--- config.mk ---
export PLATFORM = sky130hd
export DESIGN_NAME = sr_flag_arbiter_flat
export DESIGN_NICKNAME = d
export VERILOG_FILES = /design/src/rtl/sr_flag_arbiter_if.sv /design/src/rtl/sr_flag_arbiter.sv /design/src/flat_wrapper.sv
export SDC_FILE = /design/constraint.sdc
export NUM_CORES = 1
export LEC_CHECK = 0
export CAP_MARGIN = 40
export CORE_ASPECT_RATIO = 2
export CORE_MARGIN = 2
export CORE_UTILIZATION = 35
export CTS_CLUSTER_SIZE = 20
export DETAILED_ROUTE_END_ITERATION = 8
export GPL_ROUTABILITY_DRIVEN = 0
export MAX_ROUTING_LAYER = met4
export SLEW_MARGIN = 15
export SYNTH_ARGS = -nofsm -noshare
export SYNTH_HDL_FRONTEND = slang
export SYNTH_SLANG_ARGS = --single-unit
export TNS_END_PERCENT = 20
--- constraint.sdc ---
create_clock -name clk -period 4.04 [get_ports clk]
set_input_delay 0.404 -clock clk [delete_from_list [all_inputs] [get_ports clk]]
set_output_delay 0.404 -clock clk [all_outputs]
set_load 0.01 [all_outputs]
--- src/rtl/sr_flag_arbiter_if.sv ---
//------------------------------------------------------------------------------
// sr_flag_arbiter_if : requester/flag-bank bus for sr_flag_arbiter
// Revision: 1.0
//------------------------------------------------------------------------------
`default_nettype none

interface sr_flag_arbiter_if #(
  parameter int NREQ = 4,
  parameter int IDXW = 3
) ();
  localparam int IDW   = (NREQ > 1) ? $clog2(NREQ) : 1;
  localparam int NFLAG = 2 ** IDXW;

  logic [NREQ-1:0]      req;
  logic [2*NREQ-1:0]    req_sr;
  logic [IDXW*NREQ-1:0] req_idx;
  logic                 clr;
  logic [NREQ-1:0]      gnt;
  logic [NFLAG-1:0]     flags;
  logic                 err;
  logic [IDW-1:0]       err_id;
  logic                 busy;

  modport master (
    output req, req_sr, req_idx, clr,
    input  gnt, flags, err, err_id, busy
  );

  modport slave (
    input  req, req_sr, req_idx, clr,
    output gnt, flags, err, err_id, busy
  );
endinterface

`default_nettype wire

--- src/rtl/sr_flag_arbiter.sv ---
//------------------------------------------------------------------------------
// sr_flag_arbiter : round-robin arbitrated SR flag bank with clear sweep
// Revision: 1.0
//------------------------------------------------------------------------------
`default_nettype none

module sr_flag_arbiter #(
  parameter int NREQ = 4,
  parameter int IDXW = 3
) (
  input  logic               clk,
  input  logic               rst,
  sr_flag_arbiter_if.slave   bus
);
  localparam int IDW   = (NREQ > 1) ? $clog2(NREQ) : 1;
  localparam int NFLAG = 2 ** IDXW;

  typedef enum logic [0:0] {
    S_IDLE  = 1'b0,
    S_SWEEP = 1'b1
  } state_t;

  state_t            state_q, state_d;
  logic [NREQ-1:0]   gnt_q, gnt_d;
  logic [NFLAG-1:0]  flags_q, flags_d;
  logic              err_q, err_d;
  logic [IDW-1:0]    err_id_q, err_id_d;
  logic [IDW-1:0]    rr_q, rr_d;
  logic [IDXW-1:0]   sweep_q, sweep_d;

  logic [NREQ-1:0]   elig_w;
  logic              found_w;
  logic [IDW-1:0]    win_w;
  logic [1:0]        sr_w;
  logic [IDXW-1:0]   idx_w;

  always_ff @(posedge clk) begin
    if (rst) begin
      state_q  <= S_IDLE;
      gnt_q    <= '0;
      flags_q  <= '0;
      err_q    <= 1'b0;
      err_id_q <= '0;
      rr_q     <= '0;
      sweep_q  <= '0;
    end else begin
      state_q  <= state_d;
      gnt_q    <= gnt_d;
      flags_q  <= flags_d;
      err_q    <= err_d;
      err_id_q <= err_id_d;
      rr_q     <= rr_d;
      sweep_q  <= sweep_d;
    end
  end

  // A requester whose grant is currently visible is masked for this edge.
  assign elig_w = bus.req & ~gnt_q;

  // Two passes: indices at/after the pointer first, then wrap to the bottom.
  always_comb begin
    found_w = 1'b0;
    win_w   = '0;
    for (int i = 0; i < NREQ; i++) begin
      if (!found_w && elig_w[i] && (IDW'(i) >= rr_q)) begin
        found_w = 1'b1;
        win_w   = IDW'(i);
      end
    end
    for (int i = 0; i < NREQ; i++) begin
      if (!found_w && elig_w[i]) begin
        found_w = 1'b1;
        win_w   = IDW'(i);
      end
    end
  end

  always_comb begin
    sr_w  = 2'b00;
    idx_w = '0;
    for (int i = 0; i < NREQ; i++) begin
      if (IDW'(i) == win_w) begin
        sr_w  = bus.req_sr[2*i +: 2];
        idx_w = bus.req_idx[IDXW*i +: IDXW];
      end
    end
  end

  always_comb begin
    state_d  = state_q;
    gnt_d    = '0;
    flags_d  = flags_q;
    err_d    = 1'b0;
    err_id_d = err_id_q;
    rr_d     = rr_q;
    sweep_d  = sweep_q;
    case (state_q)
      S_IDLE: begin
        if (bus.clr) begin
          state_d = S_SWEEP;
        end else if (found_w) begin
          gnt_d = NREQ'(1) << win_w;
          rr_d  = (win_w == IDW'(NREQ - 1)) ? '0 : win_w + 1'b1;
          case (sr_w)
            2'b01:   flags_d[idx_w] = 1'b0;
            2'b10:   flags_d[idx_w] = 1'b1;
            2'b11: begin
              err_d    = 1'b1;
              err_id_d = win_w;
            end
            default: ;
          endcase
        end
      end
      S_SWEEP: begin
        flags_d[sweep_q] = 1'b0;
        if (sweep_q == {IDXW{1'b1}}) begin
          state_d = S_IDLE;
          sweep_d = '0;
        end else begin
          sweep_d = sweep_q + 1'b1;
        end
      end
      default: state_d = S_IDLE;
    endcase
  end

  assign bus.gnt    = gnt_q;
  assign bus.flags  = flags_q;
  assign bus.err    = err_q;
  assign bus.err_id = err_id_q;
  assign bus.busy   = (state_q == S_SWEEP);

endmodule

`default_nettype wire

--- src/flat_wrapper.sv ---
// flat-port wrapper written by rule: the top's interface ports become plain ports
module sr_flag_arbiter_flat 
#(
  parameter int NREQ = 4,
  parameter int IDXW = 3
)
  (clk, rst, bus_req, bus_req_sr, bus_req_idx, bus_clr, bus_gnt, bus_flags, bus_err, bus_err_id, bus_busy);
  sr_flag_arbiter_if #(.NREQ(NREQ), .IDXW(IDXW)) bus_i ();
  input  logic clk;
  input  logic rst;
  input wire logic [$bits(bus_i.req)-1:0] bus_req;
  input wire logic [$bits(bus_i.req_sr)-1:0] bus_req_sr;
  input wire logic [$bits(bus_i.req_idx)-1:0] bus_req_idx;
  input wire logic [$bits(bus_i.clr)-1:0] bus_clr;
  output wire logic [$bits(bus_i.gnt)-1:0] bus_gnt;
  output wire logic [$bits(bus_i.flags)-1:0] bus_flags;
  output wire logic [$bits(bus_i.err)-1:0] bus_err;
  output wire logic [$bits(bus_i.err_id)-1:0] bus_err_id;
  output wire logic [$bits(bus_i.busy)-1:0] bus_busy;
  assign bus_i.req = bus_req;
  assign bus_i.req_sr = bus_req_sr;
  assign bus_i.req_idx = bus_req_idx;
  assign bus_i.clr = bus_clr;
  assign bus_gnt = bus_i.gnt;
  assign bus_flags = bus_i.flags;
  assign bus_err = bus_i.err;
  assign bus_err_id = bus_i.err_id;
  assign bus_busy = bus_i.busy;
  sr_flag_arbiter #(.NREQ(NREQ), .IDXW(IDXW)) u_core (.clk(clk), .rst(rst), .bus(bus_i));
endmodule
[After elaboration in Yosys (flattened, before gate mapping)]
Index checks and enable logic that the tools add are counted.
Storage, ports and cells
  flip-flop bits (word level): 21
  bits in latches: 0
  RAM bits: 0
  bits in read-only memories: 0
  word-level logic and storage cells: 101
  memories: 0
Cells by class
  $add $sub $neg: 2
  multipliers: 0
  div/mod/pow operators: 0
  magnitude comparators: 8
  equality and inequality tests: 11
  shift operators: 1
  multiplexer cells: 37
  bitwise operators: 10
  reduce and logical (&&, ||, !) cells: 25
Operators with widths (count)
  8-bit case mux with 2 select lines: 2
  2-bit 2-to-1 mux: 11
  8-bit bitwise AND: 2
  8-bit 2-to-1 mux: 2
  8-bit NOT: 2
  3-bit 2-to-1 mux: 5
  1-bit 2-to-1 mux: 14
  1-bit logical AND: 13
  3-bit by 4-bit < comparator with 1-bit output (second input constant): 2
  8-bit OR: 1
  1-bit zero test: 7
  1-bit demux with 3-bit select: 2
  2-bit == test (second input constant): 3
  3-bit by 1-bit >= comparator with 1-bit output (second input constant): 2
  3-bit AND reduction: 2
  4-bit bitwise AND: 1
  2-bit == test (first input constant): 2
  1-bit by 2-bit >= comparator with 1-bit output (first input constant): 2
  2-bit >= comparator (first input constant): 2
  4-bit NOT: 1
  4-bit AND reduction: 1
  4-bit OR reduction: 1
  1-bit by 2-bit left shift with 4-bit output (first input constant): 1
  3-bit by 1-bit adder with 3-bit output (second input constant): 1
  10 further kinds: 12

[Logic depth before layout (Yosys ltp)]
  depth in word-level cells: 43
  depth in mapped cells: 14
  depth with buffers taken out: 13

[Least setup slack after synthesis]
No wires, ideal clock.
  kind: reg-to-reg
  start point: register u_core.gnt_q[0], in the netlist u_core.bus.gnt[0]
  end point: register with a tool-made name
  setup time: 0.121 ns
  data arrival time: 2.914 ns
  data required time: 3.919 ns
  slack: 1.004 ns
  cell stages (with the launch flop): 14
  buffers on the path: 1
  clock period less this slack: 3.036 ns
  path through: dfxtp_1 nand2b_1 nand2b_1 o21ai_0 a221oi_1 inv_1 ha_1 nor2_2 o211ai_2 and2_4 xor2_2 buf_6 a41oi_2 mux2_4
RTL lines
  start, declared: RTL line sr_flag_arbiter.sv:24  | logic [NREQ-1:0] gnt_q, gnt_d;
  start signal, assigned: RTL line sr_flag_arbiter.sv:48  | gnt_q <= gnt_d;

==> summary.md <==
| Metric | Value |
|---|---|
| Insertion delay to the later sink of the worst-skew pair | 0.26 ns |
| Number of iterations in the first detailed-routing pass | 4 |
| Met2 WL | ~1700 um |
| Met3 routed WL | ~140 um |
| Power after layout | 0.684 mW |
| Final Setup Violations | 0 |
| Signed area change from the synthesized netlist to the final layout | 35.9% |
| RSZ-0062 raised after global routing | no |
| Post-route setup TNS | 0 ns |
| TritonCTS clock tree | done |
| Top layer in use | met4 |
| Detail-routed net length per standard cell | ~13 um |
| Worst Max-Slew Pin Slew | about 0.74 ns |
| Post-synthesis async set-or-reset flop share | 0% |
| Cell area after technology mapping | 1440 um2 |
| Clk Tree Root Cell | sky130_fd_sc_hd__clkbuf_8 |
| Level count of the clock H-tree | 1 |
| Data required time at the worst endpoint | roughly 4.2 ns |
| Fill cell count | 424 |
| Post-CTS Setup Repair Bufs | 0 |
| Die Area | roughly 4700 um2 |
| Drt total wl | approximately 3500 um |
| Worst setup path startpoint | bus_req[0] |
| Max-slew violation total from the final report | 0 |
| First-pass GRT wire length | between 5000 and 6000 um |
| Buffers added on ports | 42 |
| IR Drop Worst-Case VDD | 0.213 mV |
| Maximum fanout encountered on the critical timing path | 11 |
| Clock buffer count from CTS | 3 |
| Mean instance size in the synthesized netlist | slightly below 9 um2 |
| Total of cells resized after clock tree synthesis | 0 |
| Vert. Die Dim | 94.6 um |
| Sequential fraction of the synthesis area | 29.3% |
| LEAKAGE | between 0.7 and 0.8 nW |
| Routed metal-1 wirelength | roughly 1600 um |
| Clk slew on worst S/H paths | about 0.08 ns |
| DRC violation count after routing | 0 |
| Ports | 43 |
| Max Cap Violations | 0 |
| Result of the run | finished, final reports clean |
| Fraction of layout instances using a drive strength above 1 | about 11% |
| Portion of the clock cycle consumed by the worst path in the final layout | 80.1% |
| Via count | roughly 1.4k |
| Post-CTS Hold Buffers | 0 |
| Path class of the lowest-slack min-delay path | register to register |
| Maximum number of pins on one net before global-route repair | 30 |
| Number of nets in the layout | approximately 240 |
| Reg2Reg Setup Slack | around 1.0 ns |
| Core area | ~4000 um2 |
| Initial cell density of the core | between 30% and 40% |
| Number of nets with antenna violations after routing | 0 |
| Combined area of the multi-input logic cells | 953 um2 |
| Total nets after synthesis | 198 |
| Number of clock sinks | 21 |
| Overflow after GRT | 0 |
| Highest Clock Rate | approximately 300 MHz |
| Total of flip-flops plus latches after synthesis | 21 |
| Library cells used by synthesis | 47 |
| Post-layout min period | approximately 3.2 ns |
| Detailed placement HPWL | 2660 um |
| Width of the die | between 40 and 50 um |
| Max Buffers Root-to-Sink | 2 |
| Yosys Warn Count | 0 |
| Initial drt markers | 15 |
| Storage cell area | 420 um2 |
| Setup crit end kind | register |
| Antenna violations before repair | 0 |
| Worst slew margin relative to its limit | between 50% and 60% |
| Number of enable flip-flop cells after synthesis | 0 |
| Global-route usage over all layers | between 15 and 20% |
| Clock Skew | 0.00965 ns |
| Pwr Density | approximately 350 nW/um2 |
| Synthesized instance count | about 170 |
| Num rows | 33 |
| Average via count per standard cell | 5.33 |
| Count of inserted antenna diode cells | 0 |
| Via count of the first global-routing pass | 1340 |
| Kind of start point of the critical path | primary input |
| Worst Path Arrival | between 3 and 4 ns |
| Number of endpoints with negative hold slack in the final report | 0 |
| Prevailing post-synth register cell | sky130_fd_sc_hd__dfxtp_1 |
| Worst hold stages | 2 |
| Number of cells on the worst reg-to-reg path | 14 |
| Type of the setup path with the least slack | primary input to register |
| Crit Reg-Reg Startpoint | u_core.bus.gnt[0] |
-- layout make-up --
class                      count  share of cell area, %
multi-input combinational    130                   48.9
sequential                    21                   21.6
inverter                       4                  0.770
clock buffer                   3                   2.12
clock inverter                 1                  0.257
timing repair buffer          46                   23.1
tap                           52                   3.34
-- worst min-delay path by stage --
stage                               startpoint                   end  slack (ns)
after floorplan                 u_core.rr_q[0]        u_core.rr_q[0]        0.50
after global placement                register              register        0.48
after detailed placement  u_core.bus.err_id[1]  u_core.bus.err_id[1]        0.50
after CTS                             register              register        0.51
after global routing                  register              register        0.57
final                     u_core.bus.err_id[1]  u_core.bus.err_id[1]        0.51
-- cell families (layout without fill, tap and decap cells) --
kind of cell,after synthesis,count (layout),synth area share [%]
muxes,9,9,6.80
adders and majority gates,6,6,5.23
buffers and inverters,14,54,4.27
xor gates and xnor gates,1,1,1.13
DFF,21,21,29.3
and+or+nand+nor,68,68,25.1
AOI/OAI and AO/OA,46,46,28.2
-- cell usage after synthesis (2+ instances only) --
cell type	n	area (um2)
sky130_fd_sc_hd__nor2_1	22	82.6
sky130_fd_sc_hd__dfxtp_1	21	420
sky130_fd_sc_hd__nand2_1	14	52.6
sky130_fd_sc_hd__nand2b_1	8	50.1
sky130_fd_sc_hd__a31oi_1	7	43.8
sky130_fd_sc_hd__clkbuf_1	7	26.3
sky130_fd_sc_hd__a211oi_1	6	45.0
sky130_fd_sc_hd__ha_1	6	75.1
sky130_fd_sc_hd__mux2i_1	6	60.1
sky130_fd_sc_hd__nor2b_1	6	37.5
sky130_fd_sc_hd__a311oi_1	4	35.0
sky130_fd_sc_hd__a31o_1	4	35.0
sky130_fd_sc_hd__nand3b_1	4	30.0
sky130_fd_sc_hd__o211ai_1	4	30.0
sky130_fd_sc_hd__a41oi_1	3	26.3
sky130_fd_sc_hd__inv_1	3	11.3
sky130_fd_sc_hd__nand3_1	3	15.0
sky130_fd_sc_hd__o21ai_0	3	15.0
sky130_fd_sc_hd__a21oi_1	2	10.0
sky130_fd_sc_hd__mux2_1	2	22.5
sky130_fd_sc_hd__o211a_1	2	20.0
sky130_fd_sc_hd__o211ai_2	2	25.0
sky130_fd_sc_hd__or3b_2	2	17.5
-- per-stage QoR --
step                util [%]  area [um2]  cells  worst slack [ns]  hold WS, ns
floorplan                  -        1440    165              1.00        0.497
global placement        47.5        1900    253             0.621        0.480
detailed placement      47.5        1900    253             0.535        0.496
CTS                     48.7        1950    257             0.796        0.510
global route            48.7        1950    257             0.515        0.566
finish                  48.7        1950    257             0.803        0.505
-- power breakdown --
part	total [mW]	internal, mW	switching (mW)
clock	0.137	0.0687	0.0685
sequential	0.239	0.223	0.0156
combinational	0.307	0.144	0.164
total	0.684	0.436	0.248
-- worst max-delay path: stages --
cell,delay (ns)
sky130_fd_sc_hd__clkdlybuf4s50_1,0.49
sky130_fd_sc_hd__nor3b_1,0.28
sky130_fd_sc_hd__nor2_1,0.06
sky130_fd_sc_hd__o21ai_0,0.15
sky130_fd_sc_hd__buf_4,0.16
sky130_fd_sc_hd__inv_1,0.09
sky130_fd_sc_hd__ha_1,0.27
sky130_fd_sc_hd__nor2_2,0.24
sky130_fd_sc_hd__o211ai_2,0.17
sky130_fd_sc_hd__and2_4,0.21
sky130_fd_sc_hd__xor2_2,0.17
sky130_fd_sc_hd__buf_4,0.18
sky130_fd_sc_hd__a41oi_1,0.17
sky130_fd_sc_hd__mux2_1,0.34
-- per-layer routing --
metal / global-route usage (%) / vias to the layer above
li1: - / 692
met3: 1.58 / 6
met5: - / -
met2: 27.6 / 35
met4: 5.48 / 0
met1: 19.0 / 636
-- cells in the final DEF, fill, tap and decap left out, types with 2 or more instances in the layout --
cell type / instances
sky130_fd_sc_hd__clkdlybuf4s50_1: 42
sky130_fd_sc_hd__nor2_1: 22
sky130_fd_sc_hd__dfxtp_1: 21
sky130_fd_sc_hd__nand2_1: 14
sky130_fd_sc_hd__nand2b_1: 8
sky130_fd_sc_hd__a31oi_1: 7
sky130_fd_sc_hd__nor2b_1: 6
sky130_fd_sc_hd__mux2i_1: 6
sky130_fd_sc_hd__a211oi_1: 6
sky130_fd_sc_hd__ha_1: 6
sky130_fd_sc_hd__o211ai_1: 4
sky130_fd_sc_hd__nand3b_1: 4
sky130_fd_sc_hd__a31o_1: 4
sky130_fd_sc_hd__a311oi_1: 4
sky130_fd_sc_hd__buf_4: 4
sky130_fd_sc_hd__o21ai_0: 3
sky130_fd_sc_hd__inv_1: 3
sky130_fd_sc_hd__nand3_1: 3
sky130_fd_sc_hd__a41oi_1: 3
sky130_fd_sc_hd__clkbuf_8: 3
sky130_fd_sc_hd__a21oi_1: 2
sky130_fd_sc_hd__o211ai_2: 2
sky130_fd_sc_hd__o211a_1: 2
sky130_fd_sc_hd__or3b_2: 2
sky130_fd_sc_hd__mux2_1: 2
Note: power is estimated with default switching activity, not from simulation.
